$ cat config.mk
export PLATFORM = sky130hd
export DESIGN_NAME = digital_timer_flat
export DESIGN_NICKNAME = d
export VERILOG_FILES = /design/src/rtl/digital_timer_if.sv /design/src/rtl/digital_timer.sv /design/src/flat_wrapper.sv
export SDC_FILE = /design/constraint.sdc
export NUM_CORES = 1
export LEC_CHECK = 0
export BUFFER_PORTS_ARGS = -buffer_cell sky130_fd_sc_hd__buf_2
export CORE_MARGIN = 2
export CORE_UTILIZATION = 48
export CTS_BUF_LIST = sky130_fd_sc_hd__clkbuf_8
export CTS_CLUSTER_DIAMETER = 30
export DETAILED_ROUTE_END_ITERATION = 12
export GPL_ROUTABILITY_DRIVEN = 1
export HOLD_SLACK_MARGIN = 0.05
export PLACE_DENSITY_LB_ADDON = 0.08
export SETUP_SLACK_MARGIN = 0.15
export SLEW_MARGIN = 5
export SYNTH_ARGS = -nofsm -noshare
export SYNTH_HDL_FRONTEND = slang
export SYNTH_SLANG_ARGS = --single-unit
$ cat constraint.sdc
create_clock -name clk -period 2.36 [get_ports clk]
set_input_delay 0.472 -clock clk [delete_from_list [all_inputs] [get_ports clk]]
set_output_delay 0.472 -clock clk [all_outputs]
set_load 0.01 [all_outputs]
$ cat src/rtl/digital_timer_if.sv
// ----------------------------------------------------------------------------
// digital_timer_if
//   Load and status bundle between the mmu address decoder (master) and the
//   countdown timer peripheral (slave).
//
//   set_timer      master -> slave  one-cycle load strobe
//   timer_set_val  master -> slave  32-bit load value, valid with set_timer
//   timer_is_high  slave -> master  1 while the timer is running
//   timer_count    slave -> master  current registered count
//   timer_done     slave -> master  one-cycle expiry pulse
// ----------------------------------------------------------------------------
interface digital_timer_if;
  logic        set_timer;
  logic [31:0] timer_set_val;
  logic        timer_is_high;
  logic [31:0] timer_count;
  logic        timer_done;

  modport master (
    output set_timer,
    output timer_set_val,
    input  timer_is_high,
    input  timer_count,
    input  timer_done
  );

  modport slave (
    input  set_timer,
    input  timer_set_val,
    output timer_is_high,
    output timer_count,
    output timer_done
  );
endinterface

$ cat src/rtl/digital_timer.sv
// ----------------------------------------------------------------------------
// digital_timer
//   Memory-mapped 32-bit countdown timer. A nonzero load starts a countdown
//   that decrements once every PRESCALE cycles. timer_is_high is held while
//   counting, and timer_done pulses for one cycle on each expiry. With
//   AUTO_RELOAD=1 the last loaded value is reloaded on expiry, which gives
//   periodic operation. Loading zero cancels the countdown.
//
//   Parameters
//     PRESCALE     clock cycles per decrement, 1..65536
//     AUTO_RELOAD  0 = one-shot, 1 = periodic
//   Ports
//     clk          rising-edge clock
//     rst_n        asynchronous active-low reset
//     bus          digital_timer_if.slave (load strobe/value in, status out)
// ----------------------------------------------------------------------------
module digital_timer #(
  parameter int unsigned PRESCALE    = 1,
  parameter bit          AUTO_RELOAD = 1'b0
) (
  input  logic            clk,
  input  logic            rst_n,
  digital_timer_if.slave  bus
);

  localparam int PW = (PRESCALE > 1) ? $clog2(PRESCALE) : 1;
  localparam logic [PW-1:0] PLAST = PW'(PRESCALE - 1);

  localparam logic [0:0] ST_IDLE = 1'b0;
  localparam logic [0:0] ST_RUN  = 1'b1;

  logic [0:0]    state_q, state_d;
  logic [31:0]   count_q, count_d;
  logic [31:0]   reload_q, reload_d;
  logic [PW-1:0] pcnt_q, pcnt_d;
  logic          done_q, done_d;

  always_comb begin
    state_d  = state_q;
    count_d  = count_q;
    reload_d = reload_q;
    pcnt_d   = pcnt_q;
    done_d   = 1'b0;

    // A load takes priority over everything else, including an expiry that
    // falls on the same edge, so that expiry's pulse is dropped.
    if (bus.set_timer) begin
      pcnt_d = '0;
      if (bus.timer_set_val != 32'd0) begin
        count_d  = bus.timer_set_val;
        reload_d = bus.timer_set_val;
        state_d  = ST_RUN;
      end else begin
        count_d = 32'd0;
        state_d = ST_IDLE;
      end
    end else if (state_q == ST_RUN) begin
      if (pcnt_q == PLAST) begin
        pcnt_d = '0;
        // In RUN the count is always >= 1, so it never wraps.
        if (count_q == 32'd1) begin
          done_d = 1'b1;
          if (AUTO_RELOAD) begin
            count_d = reload_q;
          end else begin
            count_d = 32'd0;
            state_d = ST_IDLE;
          end
        end else begin
          count_d = count_q - 32'd1;
        end
      end else begin
        pcnt_d = pcnt_q + PW'(1);
      end
    end
  end

  always_ff @(posedge clk or negedge rst_n) begin
    if (!rst_n) begin
      state_q  <= ST_IDLE;
      count_q  <= 32'd0;
      reload_q <= 32'd0;
      pcnt_q   <= '0;
      done_q   <= 1'b0;
    end else begin
      state_q  <= state_d;
      count_q  <= count_d;
      reload_q <= reload_d;
      pcnt_q   <= pcnt_d;
      done_q   <= done_d;
    end
  end

  assign bus.timer_is_high = (state_q == ST_RUN);
  assign bus.timer_count   = count_q;
  assign bus.timer_done    = done_q;

endmodule

$ cat src/flat_wrapper.sv
// flat-port wrapper written by rule: the top's interface ports become plain ports
module digital_timer_flat 
#(
  parameter int unsigned PRESCALE    = 1,
  parameter bit          AUTO_RELOAD = 1'b0
)
  (clk, rst_n, bus_set_timer, bus_timer_set_val, bus_timer_is_high, bus_timer_count, bus_timer_done);
  digital_timer_if bus_i ();
  input  logic clk;
  input  logic rst_n;
  input wire logic [$bits(bus_i.set_timer)-1:0] bus_set_timer;
  input wire logic [$bits(bus_i.timer_set_val)-1:0] bus_timer_set_val;
  output wire logic [$bits(bus_i.timer_is_high)-1:0] bus_timer_is_high;
  output wire logic [$bits(bus_i.timer_count)-1:0] bus_timer_count;
  output wire logic [$bits(bus_i.timer_done)-1:0] bus_timer_done;
  assign bus_i.set_timer = bus_set_timer;
  assign bus_i.timer_set_val = bus_timer_set_val;
  assign bus_timer_is_high = bus_i.timer_is_high;
  assign bus_timer_count = bus_i.timer_count;
  assign bus_timer_done = bus_i.timer_done;
  digital_timer #(.PRESCALE(PRESCALE), .AUTO_RELOAD(AUTO_RELOAD)) u_core (.clk(clk), .rst_n(rst_n), .bus(bus_i));
endmodule
==> flow_metrics.tcl <==
set metrics [dict create \
    outcome "finished with violations" \
    failed_checks "setup timing" \
    start_util_pct 49.5 \
    synth_nets 292 \
    tightest_slew_ps 789 \
    num_io_pins 69 \
    worstPathArrival_ps 2610 \
    clk_latency_ps 280 \
    die_area_um2 5410 \
    power.density_nw_per_um2 489 \
    areaGrowthSynthToFinish_pct 46.5 \
    antenna_found_initial 0 \
    cts_buffers 5 \
    crit_slowest_cell "or4_4" \
    ant_nets 0 \
    r2r_slack_ps -80 \
    synth_top_area_cell "dfrtp_1" \
    fin_cells 429 \
    max_freq_mhz 410 \
    ir_drop_v 0.000329 \
    rr_startpoint "u_core.bus.timer_count[5]" \
    htreeDepth 2 \
    crit_path_max_incr_delay_ps 580 \
    clkTransAtPathRegs_ps 70 \
    routabilityCongestion 0.942 \
    nets 412 \
    hold_viol_final 0 \
    final_util_pct 72.5 \
    dr.pass1.iters 4 \
    fin_crit_sh_pct 103 \
    async_flop_share_pct 100 \
    period_minus_slack_ps 2440 \
    drive_above_1_share_pct 49.1 \
    synth_top_cell_area_share_pct 36.6 \
    core_area_um2 4690 \
    grt_pass1_vias 2521 \
    path_buf_inv 2 \
    fin_skew_ps 3.74 \
    io_buffers 68 \
    relSlewSlack_pct 47.4 \
    hold_buffers 0 \
    worst_path_dominant_cell_family "simple AND/OR/NAND/NOR gates" \
    dp_slack_ps -185 \
    rows 25 \
    reg2reg_depth 7 \
    dp_hpwl_um 5620 \
    path_class "flip-flop to flip-flop" \
    overflow 0 \
    synthCells 255 \
    avgSynthCellArea_um2 9.11 \
    yosysUniqueCellTypes 62 \
    ys_top_cells_by_count "dfrtp_1 (34), nand2_1 (27), nor4_1 (22), o21ai_0 (13), nor2_1 (12)" \
    synth_most_common_cell "dfrtp_1" \
    drt_wl_total_um 7930 \
    netlist_area_um2 2320 \
    cp_common_cell "or4_4" \
    r2r_end "u_core.bus.timer_count[0]" \
    cp_cell_sequence "or4_4 > or4_4 > nor3_4 > buf_4 > buf_6 > nor4_2 > a221o_1" \
    ys_seq_area_share_pct 36.6 \
    cp-end-kind "flip-flop" \
    drc 0 \
    cts_buffer_depth 2 \
    cts.sinks 34 \
    max_cap_violations 0 \
    hp-class "input port to async pin" \
    ys.flop_type "dfrtp_1" \
    vias 2734 \
    grt_max_degree 35 \
    cts_tree "done" \
    cts_root_buffer "clkbuf_8" \
    crit_path_max_fanout 4 \
    die_w_um 73.6 \
    synthTopCellsByArea "dfrtp_1 (37%), nor4_1 (5.9%), nand2_1 (4.4%)" \
    ys.warnings.count 0 \
    yosys_register_bits 34 \
    drt-vias-per-instance 6.37 \
    hold_slack_ps 268 \
    power.leakage_nw 1.47 \
    cp-start-kind "flip-flop" \
    drt_iter0_drc 235 \
    grt_pass1_wl_um 12300 \
    antennaDiodeCount 0 \
    fp.dieH_um 73.6 \
    cp_data_required_time_ps 2530 \
    grt.total_usage_pct 29.5 \
    drv_slew 0 \
    fin_ws_ps -79.4 \
    setup-violations-final 12 \
    rsz0062_at_grt "yes" \
    dp_cells 411 \
    wl_per_cell_um 18.5 \
    synth_edf_count 0 \
]
area by class of cell:
type	instances	area, um2
tap	54	67.6
fill	377	1290
clock inverter	2	7.51
multi-input combinational	199	1550
inverter	7	26.3
sequential	34	851
timing repair buffer	128	837
clock buffer	5	68.8
sequential cells by signal (all words and copies together) (netlist names):
name                      flops
u_core.bus.timer_count       32
u_core.bus.timer_done         1
u_core.bus.timer_is_high      1
layer usage:
layer / track usage (%) / routed length [um]
met5: 0 / 0
met4: 10.9 / 150
met3: 4.66 / 471
met2: 47.0 / 3850
met1: 40.2 / 3460
kinds of logic after synthesis:
logic type / count (synthesis) / synth area share [%]
compound gates: 68 / 23.1
fa+ha+maj: 2 / 1.08
simple gates: 124 / 31.7
flops: 34 / 36.6
mux: 5 / 2.21
buf+inv: 22 / 5.33
worst max-delay path by stage:
stage / from / to / cells after the start
after floorplan: u_core.bus.timer_count[1] / u_core.bus.timer_count[21] / 9
after global placement: u_core.bus.timer_count[1] / u_core.bus.timer_count[3] / 8
after detailed placement: u_core.bus.timer_count[1] / u_core.bus.timer_count[3] / 8
after CTS: u_core.bus.timer_count[1] / u_core.bus.timer_count[0] / 8
after global routing: u_core.bus.timer_count[1] / u_core.bus.timer_count[0] / 9
final: u_core.bus.timer_count[5] / u_core.bus.timer_count[0] / 7
cell usage in the layout (no fill, tap or decap), types with 4 or more instances in the layout:
master and n:
o311ai_0 5, nor4_1 17, a221o_1 4, buf_6 9
nor3_1 5, a32oi_1 5, or4_1 6, or3_2 4
nor4_2 5, a31oi_1 4, nand4_1 4, inv_1 7
mux2i_1 4, nand2_1 26, nor2_1 11, nand3_2 5
clkbuf_8 5, or4_4 5, buf_4 50, o21ai_1 5
dfrtp_1 34, or3_1 8, buf_2 68, o21ai_0 6
per-stage QoR:
step / power, mW / area (um2) / setup TNS, ps
after global routing: 1.75 / 3400 / -1600
after floorplan: 0.941 / 2350 / -2000
final: 1.67 / 3400 / -474
after global placement: 1.19 / 3030 / -1040
after detailed placement: 1.19 / 3030 / -1670
after CTS: 1.62 / 3210 / -195
where the power goes:
part | leakage, nW | switching, mW | internal, mW
Combinational | 1.01 | 0.295 | 0.268
Sequential | 0.413 | 0.0583 | 0.640
Clock | 0.0466 | 0.211 | 0.195
Total | 1.47 | 0.564 | 1.10
what timing repair did:
action / CTS / global route
buffers inserted: 5 / 6
pin swaps: 3 / 10
resized for setup: 16 / 36
setup endpoints to repair: 32 / 33
No activity file was read; power rests on OpenSTA's default activity.
